==> config.mk <==
export PLATFORM = sky130hd
export DESIGN_NAME = hack_cpu_ctrl
export DESIGN_NICKNAME = d
export VERILOG_FILES = /design/src/rtl/hack_cpu_ctrl.sv
export SDC_FILE = /design/constraint.sdc
export NUM_CORES = 1
export LEC_CHECK = 0
export ABC_CLOCK_PERIOD_IN_PS = 1800
export CORE_UTILIZATION = 30
export CTS_CLUSTER_SIZE = 30
export DETAILED_ROUTE_END_ITERATION = 6
export MAX_ROUTING_LAYER = met4
export SLEW_MARGIN = 15
export SYNTH_ARGS = -nofsm -noshare
export SYNTH_HDL_FRONTEND = slang
export SYNTH_SLANG_ARGS = --single-unit
==> constraint.sdc <==
create_clock -name clk -period 1.8 [get_ports clk]
set_input_delay 0.45 -clock clk [delete_from_list [all_inputs] [get_ports clk]]
set_output_delay 0.45 -clock clk [all_outputs]
set_load 0.02 [all_outputs]
==> src/rtl/hack_cpu_ctrl.sv <==
// hack_cpu_ctrl: multi-cycle Hack CPU sequencer owning A/D/PC/IR and driving an external hack_alu
module hack_cpu_ctrl (
  input  logic        clk,
  input  logic        rst_n,
  output logic [14:0] pc,
  output logic        instr_req,
  input  logic        instr_ack,
  input  logic [15:0] instr,
  output logic [14:0] data_addr,
  output logic        data_rd,
  output logic        data_wr,
  output logic [15:0] data_wdata,
  input  logic        data_ack,
  input  logic [15:0] data_rdata,
  output logic [15:0] alu_x,
  output logic [15:0] alu_y,
  output logic        alu_zx,
  output logic        alu_nx,
  output logic        alu_zy,
  output logic        alu_ny,
  output logic        alu_f,
  output logic        alu_no,
  input  logic [15:0] alu_out,
  input  logic        alu_zr,
  input  logic        alu_ng
);
  typedef enum logic [2:0] {BOOT, FETCH, DECODE, MREAD, EXEC, MWRITE} state_t;
  state_t state, state_nx;
  logic [15:0] a, d, res, mreg, ir;
  logic [14:0] waddr;
  logic jump;
  always_comb begin
    state_nx = state;
    case (state)
      BOOT:    state_nx = FETCH;
      FETCH:   state_nx = instr_ack ? DECODE : FETCH;
      DECODE:  state_nx = !ir[15] ? FETCH : ir[12] ? MREAD : EXEC;
      MREAD:   state_nx = data_ack ? EXEC : MREAD;
      EXEC:    state_nx = ir[3] ? MWRITE : FETCH;
      MWRITE:  state_nx = data_ack ? FETCH : MWRITE;
      default: state_nx = BOOT;
    endcase
  end
  assign jump = (ir[2] & alu_ng) | (ir[1] & alu_zr) | (ir[0] & ~alu_zr & ~alu_ng);
  // waddr freezes A at DECODE so EXEC can overwrite A while the store/jump still use the old value
  always_ff @(posedge clk or negedge rst_n) begin
    if (!rst_n) begin
      state <= BOOT;
      a     <= '0;
      d     <= '0;
      res   <= '0;
      mreg  <= '0;
      ir    <= '0;
      pc    <= '0;
      waddr <= '0;
    end else begin
      state <= state_nx;
      if (state == FETCH && instr_ack) ir <= instr;
      if (state == DECODE) begin
        waddr <= a[14:0];
        if (!ir[15]) begin
          a  <= {1'b0, ir[14:0]};
          pc <= pc + 15'd1;
        end
      end
      if (state == MREAD && data_ack) mreg <= data_rdata;
      if (state == EXEC) begin
        res <= alu_out;
        if (ir[5]) a <= alu_out;
        if (ir[4]) d <= alu_out;
        pc <= jump ? waddr : pc + 15'd1;
      end
    end
  end
  assign instr_req  = state == FETCH;
  assign data_rd    = state == MREAD;
  assign data_wr    = state == MWRITE;
  assign data_addr  = data_wr ? waddr : a[14:0];
  assign data_wdata = res;
  assign alu_x      = d;
  assign alu_y      = ir[12] ? mreg : a;
  assign {alu_zx, alu_nx, alu_zy, alu_ny, alu_f, alu_no} = ir[11:6];
endmodule

==> results.tsv, run 1 <==
metric	value	unit
top cell type's share of synthesized area	55.1	%
Die Y-Extent	133	um
finished layout cell area	0.00839	sq mm
Clock transition at path regs	50	ps
Mapped Nets	489	
share of synthesized registers carrying an async set or reset	100	%
Worst EP arrival	1570	ps
crit share post-route	112	%
Setup-failing EPs final	70	
Final Critical Period	2020	ps
vias	4143	
synthesized area	0.00514	sq mm
PD cells	2040	mW/mm^2
final setup margin	-220	ps
sequential-to-total area share from yosys stat	55.1	%
First-pass DRT Iterations	4	
CP endpoint kind	output port	
Post-Route WL	15500	um
clock skew	7.52	ps
initial core utilization	30.9	%
top cells by area, synth	dfrtp_1, mux2_2, nand2_1	
clock power share	22.3	%
Initial DRC Count	198	
number of port buffers	140	
Rel. slew slack	59.4	%
Remaining DRCs	0	
GRT Total Usage	18.4	%
Sw Ratio	36.3	%
CTS tree	yes	
Root Driver	clkbuf_16	
Worst EP required	1350	ps
H-tree depth	4	
leakage power	3.73	nW
Cell Area, Placed	0.00714	sq mm
Max VDD drop	0.000916	V
# fillers	1462	
critical path class	register to output port	
commonest non-fill, non-tap cell in the layout	dfrtp_1	
Netlist cell types	41	
syn_area_per_cell	11.8	sq um
pin count of the biggest net entering global routing	114	
status	finished, violations left	
Warnings, synthesis	0	
Top Ports	141	
Hold Crit Class	primary input to asynchronous set/reset pin	
Primary FF master, synth	dfrtp_1	
Final GP Congestion	0.867	
vias per inst	4.77	
Synth Register Bits	113	
Post-synth EDFFs	0	
RSZ-0062 raised after global routing	true	
vias in the first global route	4360	
Routed Antenna Nets	0	
Yosys top cell by area	dfrtp_1	
clock sink total	113	
register share of total power	28.4	%
Skew-Pair Late Insertion Delay	420	ps
initial antenna violation count	0	
Routed WL per cell	17.8	um
die area	0.0176	sq mm
antenna cell count	0	
failing checks	negative setup slack	
CP max FO	5	
most frequent cells in the layout	dfrtp_1, dlygate4sd2_1, clkdlybuf4s50_1, buf_6, mux2_2	
CTS buffer count	17	
nets	691	
Die Wd	133	um
first-pass GRT wire length	23800	um
final global-route overflow total	0	
logic gate share of total power	49.3	%
core box area	0.0166	sq mm
P_sw	6.22	mW
startpoint types	register	
Final Max Slew Viols	0	
DP Wirelength	10400	um
layout cells sized above 1	42.8	%
Area growth syn-to-layout	63.4	%
Max Clk Rate	495	MHz
Syn Inst Count	434	
Fin. Hold Viols	0	
CTS max path bufs	2	
Tightest Pin Transition	609	ps
max-cap violations	0	
Total Power	17.1	mW
FP Rows	47	
internal power	10.9	mW
[registers in the layout (all words and copies together) (netlist names)]
| register | flops |
|---|---|
| state | 3 |
| data_wdata | 16 |
| ir | 16 |
| pc | 15 |
| waddr | 15 |
| alu_x | 16 |
| a | 16 |
| mreg | 16 |
[layout make-up]
| cell class | instances | area, sq um | share of cell area [%] |
|---|---|---|---|
| flip-flops and latches | 113 | 2830 | 33.7 |
| repair inverters | 1 | 7.51 | 0.0895 |
| multi-input cells | 295 | 2520 | 30.1 |
| inverters | 4 | 22.5 | 0.268 |
| repair buffers | 204 | 2060 | 24.6 |
| clock inverters | 10 | 205 | 2.45 |
| clock buffers | 22 | 464 | 5.53 |
| well taps | 220 | 275 | 3.28 |
[path summary, 6_finish.rpt]
kind                            slack, ps     start  depth (start not counted)            end
worst max register to register        -90  state[1]                          8       alu_x[1]
worst min register to register        500  mreg[14]                          1       mreg[14]
worst min-delay path                  130     rst_n                          2  data_wdata[0]
min in group clk                      500  mreg[14]                          1       mreg[14]
max in group asynchronous            1210     rst_n                          2         ir[12]
worst max-delay path                 -220  state[2]                          6   data_addr[4]
[cell usage after synthesis (2+ instances only)]
master / number
o21ai_0: 25
a221o_1: 2
xor2_1: 6
or3_1: 3
nand4_1: 3
clkbuf_1: 9
nand3_1: 7
o22ai_1: 4
nand2_1: 78
and3_1: 2
a221oi_1: 2
buf_6: 3
nor3_1: 3
o21ai_1: 3
a31oi_1: 3
buf_2: 10
dfrtp_1: 113
a21oi_1: 7
a21o_1: 2
inv_1: 4
and2_1: 3
mux2_2: 93
nor2_1: 12
nand2b_1: 4
nor3b_1: 3
mux2i_1: 14
mux2_1: 2
[metrics by stage]
step                TNS [ps]  hold slack (ps)  setup slack [ps]  util, %  cells
floorplan              -1.09              154             -1.09        -    434
global placement      -11410              470              -354     42.9    815
detailed placement    -11900              482              -369     42.9    815
CTS                    -6830              152              -243     48.2    859
global route          -10720              173              -267     50.4    869
finish                 -6970              133              -220     50.4    869
[critical path, cell delays in order (launching register included)]
cell	delay (ps)
dfrtp_1	390
nand3b_1	100
buf_6	160
clkinvlp_4	200
nand2_2	110
nand2_2	70
buf_6	130
[what timing repair did]
action                     CTS  global route
hold buffers                 0             0
setup endpoints to repair  131            64
gates resized for setup    290            96
pin swaps                    9            21
gates cloned                 3             0
buffers inserted             9            13
[kinds of logic after synthesis]
group,share of synthesized area (%)
fa+ha+maj,0.244
simple gates,11.3
compound gates,6.09
xor+xnor,1.19
buf+inv,2.58
flops,55.1
mux,23.6
[layer usage]
metal | track usage (%) | part of all wire, % | vias to the layer above
li1 | - | - | 1936
met1 | 22.8 | 45 | 2084
met2 | 29.1 | 49 | 104
met3 | 4.14 | 4.1 | 19
met4 | 6.90 | 1.9 | 0
met5 | - | 0 | -
[power groups by stage]
stage	combinational, mW	sequential, mW	clock [mW]
2_1_floorplan	3.49	5.17	0
3_5_place_dp	7.56	4.82	0
5_1_grt	8.94	5.02	4.02
6_report	8.44	4.87	3.82
3_3_place_gp	7.46	4.78	0
4_1_cts	7.79	4.81	3.89
No activity file was read; power rests on OpenSTA's default activity.
==> run 2: changes to the inputs <==
Settings changed: RECOVER_POWER set to 25.
==> run 2 against run 1 <==
  * The flow finishes with violations (max-capacitance violations, max-slew violations, negative setup slack)
  * Fmax shrank 0.12%
  * Die area unchanged
  * Hold slack improved by 360 ps
  * Highest routed layer unchanged
  * Critical path depth stayed put
  * Sequential cell count did not move
  * Largest cell class unchanged
  * Sequential share of layout area grew 0.050 points
  * Sequential power is essentially flat
  * Combinational power about the same
  * Final cell count stayed put
  * First-iteration DRC count is 1.5% lower
  * Cell area decreased by 0.15%
  * Critical path type unchanged
==> results.tsv, run 2 (synthesized netlist as in run 1, its figures left out) <==
metric	value	unit	change
Remaining DRCs	0		unchanged
Hold Crit Class	register to register		
fin util	50.3	%	-0.075 points
GRT Total Usage	18.4	%	unchanged
DP Wirelength	10400	um	unchanged
CTS buffer count	17		unchanged
initial antenna violation count	0		unchanged
vias in the first global route	4360		unchanged
Routed Antenna Nets	0		unchanged
crit share post-route	112	%	+0.14 points
CP Cell Sequence	nand3b_1, buf_6, clkinvlp_4, nand2_2, nand2_2, buf_6		
vias per inst	4.79		+0.53%
clock skew	6.87	ps	-0.649 ps
Post-Route WL	15500	um	about the same
max-cap violations	1		+1
PD cells	2040	mW/mm^2	about the same
RSZ-0062 raised after global routing	true		
vias	4165		+0.53%
Fin. Hold Viols	0		unchanged
Setup TNS	-6880	ps	+94.6 ps
CTS tree	yes		
Final Non-Filler Cells	869		unchanged
Slowest Stage Delay on Critical Path	390	ps	about the same
Final Max Slew Viols	114		+114
Worst EP arrival	1570	ps	about the same
core box area	0.0166	sq mm	unchanged
Worst Min Path Start	mreg[14]		
Final GP Congestion	0.867		unchanged
Setup-failing EPs final	70		unchanged
Max VDD drop	0.000916	V	about the same
pre-CTS setup slack	-369	ps	unchanged
finished layout cell area	0.00838	sq mm	-0.15%
Top Ports	141		unchanged
Initial DRC Count	195		-1.5%
worst flop-to-flop path endpoint	alu_x[1]		
critical path class	register to output port		
startpoint types	register		
pin count of the biggest net entering global routing	114		unchanged
Final Critical Period	2020	ps	+2.45 ps
layout cells sized above 1	42.8	%	unchanged
status	finished, violations left		
logic gate share of total power	49.3	%	about the same
Inst Count DP	815		unchanged
Root Driver	clkbuf_16		
clock power share	22.3	%	about the same
Hold Crit Depth	1		
CP max FO	5		unchanged
Cell Area, Placed	0.00714	sq mm	unchanged
clock sink total	113		unchanged
internal power	10.9	mW	about the same
Area growth syn-to-layout	63.1	%	
Worst Hold Path EP	mreg[14]		
hold_buf cts	0		unchanged
Clock transition at path regs	50	ps	about the same
leakage power	3.72	nW	-0.13%
Skew-Pair Late Insertion Delay	410	ps	about the same
die area	0.0176	sq mm	unchanged
CTS max path bufs	2		unchanged
Worst EP required	1350	ps	about the same
Routed WL per cell	17.8	um	about the same
final global-route overflow total	0		unchanged
first-pass GRT wire length	23800	um	unchanged
Max Clk Rate	494	MHz	-0.12%
failing checks	max-capacitance violations, max-slew violations, negative setup slack		
Tightest Pin Transition	1580	ps	+973 ps
antenna cell count	0		unchanged
commonest non-fill, non-tap cell in the layout	dfrtp_1		
r2r setup slk	-90	ps	about the same
final setup margin	-223	ps	-2.45 ps
# fillers	1464		+0.14%
Sw Ratio	36.3	%	about the same
register share of total power	28.4	%	about the same
initial core utilization	30.9	%	unchanged
slowest cell on the critical path	dfrtp_1		
FP Rows	47		unchanged
number of port buffers	140		unchanged
Die Y-Extent	133	um	unchanged
RR Startpoint	state[1]		
P_sw	6.21	mW	-0.14%
First-pass DRT Iterations	4		unchanged
reg2reg path depth	8		unchanged
most frequent cells in the layout	dfrtp_1, dlygate4sd2_1, clkdlybuf4s50_1, buf_6, mux2_2		
nets	691		unchanged
Die Wd	133	um	unchanged
H-tree depth	4		unchanged
Rel. slew slack	-5.52	%	-65 points
CP endpoint kind	output port		
[run 2: cell type report]
type	instances	area, sq um	area share [%]
repair buffers	204	2050	24.5
well taps	220	275	3.29
repair inverters	1	7.51	0.0896
flip-flops and latches	113	2830	33.8
clock inverters	10	205	2.45
inverters	4	22.5	0.269
clock buffers	22	464	5.54
multi-input cells	295	2520	30.1
[run 2: critical path, delay by kind of cell, from the launching register on]
family	cells	cell delay (ps)
DFF	1	390
buffers and inverters	3	490
and+or+nand+nor	3	290
[run 2: stage by stage]
stage	hold WS, ps	power, mW
3_5_place_dp	482	12.4
6_report	494	17.1
2_1_floorplan	154	8.65
4_1_cts	152	16.5
5_1_grt	522	18.0
3_3_place_gp	470	12.2
[run 2: worst max path at each step]
stage | slack, ps | end | depth (start not counted) | start
2_1_floorplan | -1 | data_addr[10] | 6 | state[1]
3_3_place_gp | -350 | pc[14] | 6 | alu_ng
3_5_place_dp | -370 | pc[14] | 6 | alu_ng
4_1_cts | -240 | alu_y[13] | 4 | ir[12]
5_1_grt | -270 | data_addr[6] | 7 | state[1]
6_report | -220 | data_addr[4] | 6 | state[2]
[run 2: power groups by stage]
stage                     Sequential [mW]  Clock [mW]  Combinational, mW
after global routing                 5.02        4.02               8.94
final                                4.86        3.82               8.44
after CTS                            4.81        3.89               7.79
after detailed placement             4.82           0               7.56
after global placement               4.78           0               7.46
after floorplan                      5.17           0               3.49
[run 2: timing repair]
action	CTS	global route
pin swaps	9	21
setup endpoints to repair	131	64
cloned	3	0
gates resized for setup	290	96
buffers inserted	9	13
[run 2: per-layer routing]
layer	wire (um)	part of all wire [%]	vias up	global-route usage, %
li1	-	-	1934	-
met1	6900	45	2107	22.8
met5	0	0	-	-
met3	650	4.2	19	4.14
met2	7640	49	105	29.1
met4	295	1.9	0	6.90
